[config.mk]
export PLATFORM = sky130hd
export DESIGN_NAME = serial_arbiter
export DESIGN_NICKNAME = d
export VERILOG_FILES = /design/src/rtl/serial_arbiter.sv
export SDC_FILE = /design/constraint.sdc
export NUM_CORES = 1
export LEC_CHECK = 0
export BUFFER_PORTS_ARGS = -buffer_cell sky130_fd_sc_hd__buf_2
export CAP_MARGIN = 20
export CORE_ASPECT_RATIO = 1.4
export CORE_UTILIZATION = 41
export CTS_CLUSTER_DIAMETER = 50
export CTS_CLUSTER_SIZE = 10
export DETAILED_ROUTE_END_ITERATION = 16
export PLACE_DENSITY = 0.74
export SETUP_SLACK_MARGIN = 0.1
export SKIP_CTS_REPAIR_TIMING = 1
export SYNTH_ARGS = -nofsm -noshare
export SYNTH_HDL_FRONTEND = slang
export SYNTH_SLANG_ARGS = --single-unit
[constraint.sdc]
create_clock -name clk -period 2.1 [get_ports clk]
set_clock_uncertainty 0.1 [all_clocks]
set_input_delay 0.105 -clock clk [delete_from_list [all_inputs] [get_ports clk]]
set_output_delay 0.105 -clock clk [all_outputs]
set_load 0.02 [all_outputs]
[src/rtl/serial_arbiter.sv]
// serial_arbiter: round-robin packet arbiter muxing N requesters onto one UART byte stream
//   clk, rst                     clock and synchronous active-high reset
//   req_valid/req_data/req_last  per-requester byte stream (lane i at [i*W +: W])
//   req_ready                    per-requester accept (owner only)
//   tx_valid/tx_data/tx_ready    byte stream toward the UART transmitter
//   grant, busy, timeout         current owner, locked flag, forced-release pulse
module serial_arbiter #(
   parameter int N       = 4,
   parameter int W       = 8,
   parameter int TIMEOUT = 1024
) (
   input  logic                 clk,
   input  logic                 rst,
   input  logic [N-1:0]         req_valid,
   input  logic [N*W-1:0]       req_data,
   input  logic [N-1:0]         req_last,
   output logic [N-1:0]         req_ready,
   output logic                 tx_valid,
   output logic [W-1:0]         tx_data,
   input  logic                 tx_ready,
   output logic [$clog2(N)-1:0] grant,
   output logic                 busy,
   output logic                 timeout
);
   localparam int GW = $clog2(N);
   localparam int SW = $clog2(TIMEOUT + 1);
   localparam logic [SW-1:0] STALL_MAX = SW'(TIMEOUT - 1);
   typedef enum logic {IDLE, LOCKED} state_t;
   state_t state_q, state_d;
   logic [GW-1:0] ptr_q, ptr_d, grant_q, grant_d, pick;
   logic [SW-1:0] stall_q, stall_d;
   logic xfer, stalled;
   // descending scan so the requester closest after ptr is written last and wins
   always_comb begin
      logic [GW:0] idx;
      idx  = '0;
      pick = '0;
      for (int k = N; k >= 1; k--) begin
         idx = {1'b0, ptr_q} + (GW+1)'(k);
         if (idx >= (GW+1)'(N)) idx = idx - (GW+1)'(N);
         if (req_valid[idx[GW-1:0]]) pick = idx[GW-1:0];
      end
   end
   assign busy    = state_q == LOCKED;
   assign grant   = grant_q;
   assign tx_data = req_data[grant_q*W +: W];
   assign xfer    = busy && req_valid[grant_q] && tx_ready;
   assign stalled = busy && !req_valid[grant_q];
   always_comb begin
      state_d   = state_q;
      ptr_d     = ptr_q;
      grant_d   = grant_q;
      stall_d   = stall_q;
      timeout   = 1'b0;
      tx_valid  = 1'b0;
      req_ready = '0;
      if (!busy) begin
         stall_d = '0;
         if (|req_valid) begin
            state_d = LOCKED;
            grant_d = pick;
         end
      end else begin
         tx_valid           = req_valid[grant_q];
         req_ready[grant_q] = tx_ready;
         stall_d = xfer ? '0 : stalled ? stall_q + SW'(stall_q != '1) : stall_q;
         if (xfer && req_last[grant_q]) begin
            state_d = IDLE;
            ptr_d   = grant_q;
         end else if (stalled && stall_q == STALL_MAX) begin
            state_d = IDLE;
            ptr_d   = grant_q;
            timeout = 1'b1;
         end
      end
   end
   always_ff @(posedge clk) begin
      if (rst) begin
         state_q <= IDLE;
         ptr_q   <= GW'(N - 1);
         grant_q <= '0;
         stall_q <= '0;
      end else begin
         state_q <= state_d;
         ptr_q   <= ptr_d;
         grant_q <= grant_d;
         stall_q <= stall_d;
      end
   end
endmodule

==> results of run 1 <==
## sequential cells by signal (all words and copies together), names as in the netlist
signal   count
grant        2
ptr_q        2
stall_q     11
busy         1
## layout by cell type (no fill, tap or decap), types with 2 or more instances in the layout
cell	instances
nor3_1	2
nand2_1	6
nand2b_1	2
nor2_1	8
dfxtp_1	13
o221ai_1	2
o21ai_0	7
or4_4	3
dfxtp_2	3
o31ai_1	4
nor2b_1	2
inv_1	8
and2_1	3
clkbuf_8	3
or4_1	2
nand3_2	2
a21oi_2	3
or3_1	5
and4_1	2
buf_4	9
a21oi_1	9
buf_2	59
mux4_2	9
nand3_1	3
nand4_1	7
mux2i_1	5
## power by group through the flow
| stage | Combinational [mW] | Sequential (mW) | Clock, mW |
|---|---|---|---|
| detailed placement | 0.262 | 0.331 | 0 |
| finish | 0.275 | 0.325 | 0.225 |
| global route | 0.292 | 0.326 | 0.238 |
| global placement | 0.257 | 0.330 | 0 |
| CTS | 0.264 | 0.324 | 0.229 |
| floorplan | 0.170 | 0.329 | 0 |
## cell families (layout without fill, tap and decap cells)
group | after synthesis | in the layout | synth area share, %
compound gates | 31 | 31 | 17.4
fa+ha+maj | 2 | 2 | 2.03
buf+inv | 16 | 80 | 6.81
flops | 16 | 16 | 26.0
mux | 17 | 17 | 24.8
simple gates | 50 | 50 | 23.0
## routing by layer
| metal | vias up | GRT usage (%) | part of all wire [%] |
|---|---|---|---|
| met5 | - | 0 | 0 |
| met4 | 0 | 9.93 | 2.7 |
| met3 | 14 | 9.36 | 10 |
| met2 | 70 | 38.6 | 51 |
| met1 | 622 | 20.6 | 36 |
| li1 | 641 | - | - |
## path summary, 6_finish.rpt
kind	slack, ps	from	cells after the start	to
setup / recovery	170	stall_q[5]	9	stall_q[8]
hold / removal	180	req_valid[2]	4	grant[1]
setup reg to reg	170	stall_q[5]	9	stall_q[8]
hold reg to reg	410	stall_q[5]	2	stall_q[5]
## layout make-up
class | instances | area [um2] | share of cell area, %
clock buffer | 3 | 41.3 | 2.40
inverter | 8 | 30.0 | 1.75
multi-input combinational | 100 | 906 | 52.7
sequential | 16 | 324 | 18.8
tap | 37 | 46.3 | 2.69
timing repair buffer | 69 | 373 | 21.7
## metrics by stage
| step | setup WS (ps) | utilization, % | hold slack [ps] | std cells |
|---|---|---|---|---|
| after CTS | -40.9 | 57.7 | -44.4 | 232 |
| after floorplan | 62.2 | - | 74.1 | 132 |
| after global routing | 68.1 | 60.4 | 211 | 233 |
| final | 167 | 60.4 | 178 | 233 |
| after global placement | 135 | 56.2 | 206 | 229 |
| after detailed placement | 35.4 | 56.2 | 213 | 229 |
## worst max-delay path, delay by kind of cell, from the launching register on
kind | cells | cell delay, ps
buf+inv | 1 | 40
fa+ha+maj | 2 | 350
compound gates | 1 | 130
simple gates | 5 | 900
flops | 1 | 340
==> flow_summary_export.csv, run 1 <==
group,metric,value,unit
synth,avgSynthCellArea,9.33,um2
min_path,hp-class,"in2reg",
sta,fmaxAchievable,0.517,GHz
place,gp_congestion,0.870,
routing,dr.pass1.iters,4,
synth,syn_inst,132,
floorplanning,start_util,43.2,%
power,p_leak,0.697,nW
setup_path,path_cells,"and4_4 > nand3_2 > inv_1 > nand3_1 > ha_2 > ha_4 > nand3_2 > or4_4 > a21oi_2",
power,combPwrFrac,33.3,%
power,internal_power,0.569,mW
clocking,cts_tree,"done",
sta,finalCriticalPeriod,1930,ps
routing,via_per_inst,5.78,
floorplanning,core,0.00285,mm2
cells_and_area,antennaDiodeCount,0,
synth,yosys_warnings,0,
floorplanning,io_pins,60,
sta,setup_viol,0,
power,peakVddDrop,0.544,mV
setup_path,crit_arrival,2020,ps
routing,drt_iter0_drc,51,
grt,gr-total-overflow,0,
floorplanning,die_area,0.00323,mm2
cells_and_area,stdcell_area,0.00172,mm2
synth,synthTopCellsByArea,"dfxtp_1 26%, mux4_2 16%, a21oi_1 4.9%, mux2i_1 4.1%, nand4_1 3.6%",
sta,rsz0062_at_grt,"true",
clocking,clockBufferDepth,2,
clocking,clk_latency,240,ps
routing,wl,3750,um
sta,finalSetupTns,0,ps
synth,yosysMostFrequentCell,"dfxtp_1",
setup_path,slowest_delay,430,ps
setup_path,worstSetupStartpointType,"register",
power,p_per_area,479,mW/mm2
grt,grt_max_degree,24,
sta,hold_violations,0,
routing,drtAntennaViolNets,0,
status,status,"finished, final reports clean",
routing,wl_per_cell,16.1,um
place,portBuffers,59,
power,seq_power_share,39.4,%
setup_path,cp.required,2190,ps
synth,ys_async_sr_fraction,0,%
sta,slew_viol_final,0,
synth,syn_area,0.00123,mm2
clocking,cts_buffers,3,
routing,drc,0,
synth,ys_seq_elements,16,
sta,worst_slew_pin_slew,636,ps
floorplanning,die_y,66.8,um
sta,min_period_over_period,92.1,%
floorplanning,die_x,48.3,um
synth,ys_seq_area_share,26.0,%
setup_path,cp_slowest_cell,"or4_4",
clocking,htreeDepth,1,
synth,synth-main-ff-cell,"dfxtp_1",
routing,vias,1347,
cells_and_area,area_delta_synth_final,39.7,%
grt,grt_pass1_vias,1168,
power,switching_share,31.0,%
synth,synth_top_area_share,26.0,%
grt,grt_pass1_wl,5290,um
synth,ys_types,34,
synth,synthesis.nets,177,
setup_path,path_common_cell,"nand3_2",
clocking,clk_pin_slew_worst_paths,60,ps
floorplanning,rows,23,
place,place_area,0.00160,mm2
setup_path,path_class,"reg2reg",
power,total_power,0.824,mW
synth,synth_edf_count,0,
place,hpwl,2890,um
synth,synth_commonest_cells,"16 x dfxtp_1, 12 x a21oi_1, 9 x mux4_2, 8 x inv_1, 8 x nor2_1",
synth,synth_largest_area_cell,"dfxtp_1",
run,drv_cap,0,
setup_path,cp_max_fo,6,
setup_path,cp-end-kind,"register",
cells_and_area,drive_gt1_share,51.5,%
clocking,cts_num_sinks,16,
power,pwr-share-clk,27.3,%
grt,antenna_found_initial,0,
cells_and_area,final_nets,243,
clocking,root_buffer,"clkbuf_8",
power,netSwitchingPower,0.255,mW
grt,grt_usage,21.2,%
cells_and_area,fillers,260,
sta,relSlewSlack,57.5,%
(Power assumes the default switching activity.)
==> run 2, diff against run 1 <==
Settings changed: CELL_PAD_IN_SITES_DETAIL_PLACEMENT set to 0, CELL_PAD_IN_SITES_GLOBAL_PLACEMENT set to 2, CORE_UTILIZATION 41 to 23.
==> flow_summary_export.csv, run 2 (synthesis results as in run 1) <==
group,metric,value,unit
status,status,"finished, final reports clean",
floorplanning,start_util,23.9,%
sta,relSlewSlack,58.2,%
power,pwr-share-clk,31.9,%
cells_and_area,fillers,523,
power,switching_share,30.3,%
sta,hold_violations,0,
clocking,clk_latency,250,ps
floorplanning,die_area,0.00565,mm2
clocking,htreeDepth,1,
setup_path,cp-end-kind,"primary output",
routing,vias,1333,
place,gp_congestion,0.716,
place,hpwl,3190,um
setup_path,worstSetupStartpointType,"register",
clocking,clk_pin_slew_worst_paths,70,ps
routing,drt_iter0_drc,29,
grt,gr-total-overflow,0,
grt,grt_max_degree,24,
floorplanning,core,0.00516,mm2
sta,min_period_over_period,89.5,%
routing,via_per_inst,5.01,
sta,finalCriticalPeriod,1880,ps
sta,slew_viol_final,0,
routing,drc,0,
place,portBuffers,59,
run,drv_cap,0,
routing,dr.pass1.iters,4,
floorplanning,die_x,63.8,um
floorplanning,rows,31,
cells_and_area,largest_reg_flops,11,
clocking,clockBufferDepth,2,
power,combPwrFrac,31.0,%
sta,rsz0062_at_grt,"false",
clocking,cts_tree,"done",
setup_path,path_class,"reg2out",
clocking,root_buffer,"clkbuf_8",
power,p_leak,0.720,nW
power,p_per_area,484,mW/mm2
sta,worst_slew_pin_slew,625,ps
routing,wl,4070,um
clocking,cts_num_sinks,16,
floorplanning,io_pins,60,
clocking,cts_buffers,3,
cells_and_area,drive_gt1_share,51.5,%
grt,grt_usage,14.4,%
power,total_power,0.868,mW
grt,antenna_found_initial,0,
cells_and_area,area_delta_synth_final,45.7,%
power,peakVddDrop,0.242,mV
sta,fmaxAchievable,0.532,GHz
power,netSwitchingPower,0.263,mW
min_path,hp-class,"in2reg",
cells_and_area,layout_common_cells,"59 x buf_2, 14 x dfxtp_1, 12 x buf_4",
floorplanning,die_y,88.6,um
grt,grt_pass1_wl,6290,um
cells_and_area,top_register,"stall_q",
place,dp.cells,260,
cells_and_area,final_common_cell,"buf_2",
grt,grt_pass1_vias,1319,
setup_path,crit_arrival,1680,ps
cells_and_area,fin_cells,266,
routing,wl_per_cell,15.3,um
sta,setup_viol,0,
cells_and_area,antennaDiodeCount,0,
setup_path,cp_max_fo,23,
power,internal_power,0.605,mW
setup_path,cp.required,1890,ps
cells_and_area,final_nets,246,
routing,drtAntennaViolNets,0,
power,seq_power_share,37.2,%
-- run 2: power groups by stage --
stage	logic, mW	registers [mW]	clock network, mW
finish	0.269	0.323	0.277
global route	0.291	0.324	0.305
CTS	0.263	0.322	0.289
detailed placement	0.261	0.329	0
global placement	0.261	0.329	0
floorplan	0.170	0.329	0
-- run 2: through the flow --
stage | setup TNS, ps | cell area (um2) | hold slack (ps) | util, % | setup WS, ps
2_1_floorplan | 0 | 1250 | 74.1 | - | 62.2
3_3_place_gp | 0 | 1650 | 231 | 32.0 | 123
3_5_place_dp | 0 | 1650 | 221 | 32.0 | 66.0
4_1_cts | -22.3 | 1710 | -49.0 | 33.1 | -22.3
5_1_grt | 0 | 1790 | 206 | 34.8 | 45.7
6_report | 0 | 1790 | 170 | 34.8 | 220
-- run 2: layout make-up --
type | count | area (um2) | share of cell area [%]
multi-input combinational | 100 | 908 | 50.6
timing repair buffer | 72 | 395 | 22.0
inverter | 8 | 30.0 | 1.67
sequential | 16 | 323 | 18.0
tap | 66 | 82.6 | 4.60
clock buffer | 4 | 55.1 | 3.07
-- run 2: critical path: stages, from the launching register on --
cell       delay (ps)
dfxtp_1           460
nor2b_1           300
a2bb2oi_4         220
nor4b_4           250
buf_2             200
-- run 2: path summary, 6_finish.rpt --
check                from         end  slack, ps  cells after the start
min          req_valid[2]    grant[1]        170                      4
max reg2reg    stall_q[7]  stall_q[7]        230                      9
min reg2reg    stall_q[7]  stall_q[7]        400                      2
max                  busy     timeout        220                      4
-- run 2: metal layers --
layer / global-route usage [%] / share of wire (%)
met5: 0 / 0
met4: 3.51 / 0.52
met3: 3.74 / 9.1
met2: 29.4 / 54
met1: 14.1 / 37
==> run 3, diff against run 2 <==
Settings changed: BUFFER_PORTS_ARGS -buffer_cell sky130_fd_sc_hd__buf_2 to not set, CORE_UTILIZATION 23 to 31, DONT_BUFFER_PORTS set to 1, GPL_ROUTABILITY_DRIVEN set to 0, PLACE_DENSITY 0.74 to 0.72.
==> flow_summary_export.csv, run 3 (synthesis results as in run 1) <==
group,metric,value,unit
status,status,"finished, final reports clean",
setup_path,cp_slowest_cell,"or4_4",
clocking,clk_pin_slew_worst_paths,70,ps
grt,gr-total-overflow,0,
sta,min_period_over_period,92.1,%
setup_path,cp.required,2190,ps
routing,dr.pass1.iters,4,
grt,grt_pass1_wl,5290,um
power,switching_share,30.0,%
routing,drc,0,
cells_and_area,top_register,"stall_q",
routing,drtAntennaViolNets,0,
floorplanning,die_area,0.00423,mm2
setup_path,path_cells,"and4_4 > nand3_2 > inv_2 > nand3_4 > ha_4 > ha_4 > nand3_4 > or4_4 > a21oi_2",
power,p_per_area,527,mW/mm2
routing,vias,1122,
setup_path,crit_arrival,2020,ps
grt,grt_max_degree,24,
min_path,hp-class,"in2reg",
routing,wl_per_cell,17.1,um
floorplanning,core,0.00371,mm2
cells_and_area,largest_reg_flops,11,
sta,fin_hold_ws,31.2,ps
grt,antenna_found_initial,0,
power,netSwitchingPower,0.243,mW
sta,fmaxAchievable,0.517,GHz
floorplanning,rows,26,
power,peakVddDrop,0.313,mV
setup_path,worstSetupStartpointType,"register",
place,hpwl,2440,um
clocking,clk_latency,260,ps
setup_path,cp_top_family,"simple AND/OR/NAND/NOR gates",
setup_path,path_class,"reg2reg",
power,p_leak,0.507,nW
setup_path,path_buf_inv,1,
clocking,cts_tree,"done",
place,portBuffers,0,
sta,finalCriticalPeriod,1930,ps
floorplanning,die_x,55.3,um
cells_and_area,final_nets,193,
sta,finalSetupTns,0,ps
routing,wl,3230,um
power,internal_power,0.567,mW
cells_and_area,antennaDiodeCount,0,
clocking,clockBufferDepth,2,
routing,via_per_inst,5.94,
floorplanning,die_y,76.6,um
setup_path,cp_max_fo,6,
grt,grt_pass1_vias,1144,
clocking,htreeDepth,1,
sta,hold_violations,0,
sta,relSlewSlack,58.5,%
cells_and_area,layout_common_cells,"18 x buf_4, 11 x a21oi_1, 11 x dfxtp_1",
cells_and_area,area_delta_synth_final,24.8,%
power,combPwrFrac,25.4,%
routing,drt_iter0_drc,32,
run,drv_cap,0,
power,pwr-share-clk,35.0,%
power,seq_power_share,39.6,%
sta,setup_viol,0,
cells_and_area,drive_gt1_share,36.1,%
setup_path,slowest_delay,510,ps
sta,slew_viol_final,0,
floorplanning,start_util,33.2,%
clocking,cts_buffers,3,
setup_path,cp-end-kind,"register",
clocking,root_buffer,"clkbuf_8",
sta,worst_slew_pin_slew,621,ps
floorplanning,io_pins,60,
power,total_power,0.809,mW
sta,rsz0062_at_grt,"true",
cells_and_area,final_common_cell,"buf_4",
clocking,cts_num_sinks,16,
grt,grt_usage,15.5,%
==> run 3: cell count changes in the layout (fill, tap and decap cells not counted), moves of 2 or more <==
cell / previous run / this run
dfxtp_1: 14 / 11
dfxtp_2: 2 / 4
nand2_1: 5 / 7
buf_4: 12 / 18
nand3_1: 3 / 1
nand2_2: 2 / 0
buf_2: 59 / 0
==> run 3: layout make-up <==
cell class                      instances  area, um2
Timing Repair Buffer                   19        145
Inverter                                8       30.0
Multi-Input combinational cell        100        925
Sequential cell                        16        329
Clock buffer                            4       55.1
Tap cell                               42       52.6
Fill cell                             366       2170
==> run 3: per-stage QoR <==
step           setup WS (ps)  utilization, %  cells  instance area (um2)
6_report                 167            41.4    189                 1540
3_5_place_dp            14.8            36.6    181                 1360
3_3_place_gp             134            36.6    181                 1360
5_1_grt                 70.3            41.4    189                 1540
2_1_floorplan           62.2               -    132                 1250
4_1_cts                -52.4            38.1    185                 1410
==> run 3: final timing paths <==
kind	depth (start not counted)	start	end	slack (ps)
min	3	req_valid[3]	busy	30
min reg2reg	2	stall_q[7]	stall_q[7]	400
max	9	stall_q[5]	stall_q[10]	170
max reg2reg	9	stall_q[5]	stall_q[10]	170
==> run 3: metal layers <==
| metal | part of all wire [%] | track usage (%) |
|---|---|---|
| met4 | 2.6 | 9.25 |
| met5 | 0 | 0 |
| met1 | 37 | 16.1 |
| met2 | 55 | 28.0 |
| met3 | 5.9 | 3.40 |
==> run 3: power groups by stage <==
stage | Clock, mW | Sequential [mW] | Combinational (mW)
2_1_floorplan | 0 | 0.329 | 0.170
3_3_place_gp | 0 | 0.328 | 0.194
3_5_place_dp | 0 | 0.328 | 0.196
4_1_cts | 0.291 | 0.321 | 0.197
5_1_grt | 0.307 | 0.322 | 0.221
6_report | 0.283 | 0.321 | 0.206
==> run 3: worst reg2reg max path, stage by stage, from the launching register on <==
cell     delay (ps)
dfxtp_4         360
and4_4          180
nand3_2          80
inv_2            50
nand3_4          70
ha_4            150
ha_4            160
nand3_4          80
or4_4           510
a21oi_2         120
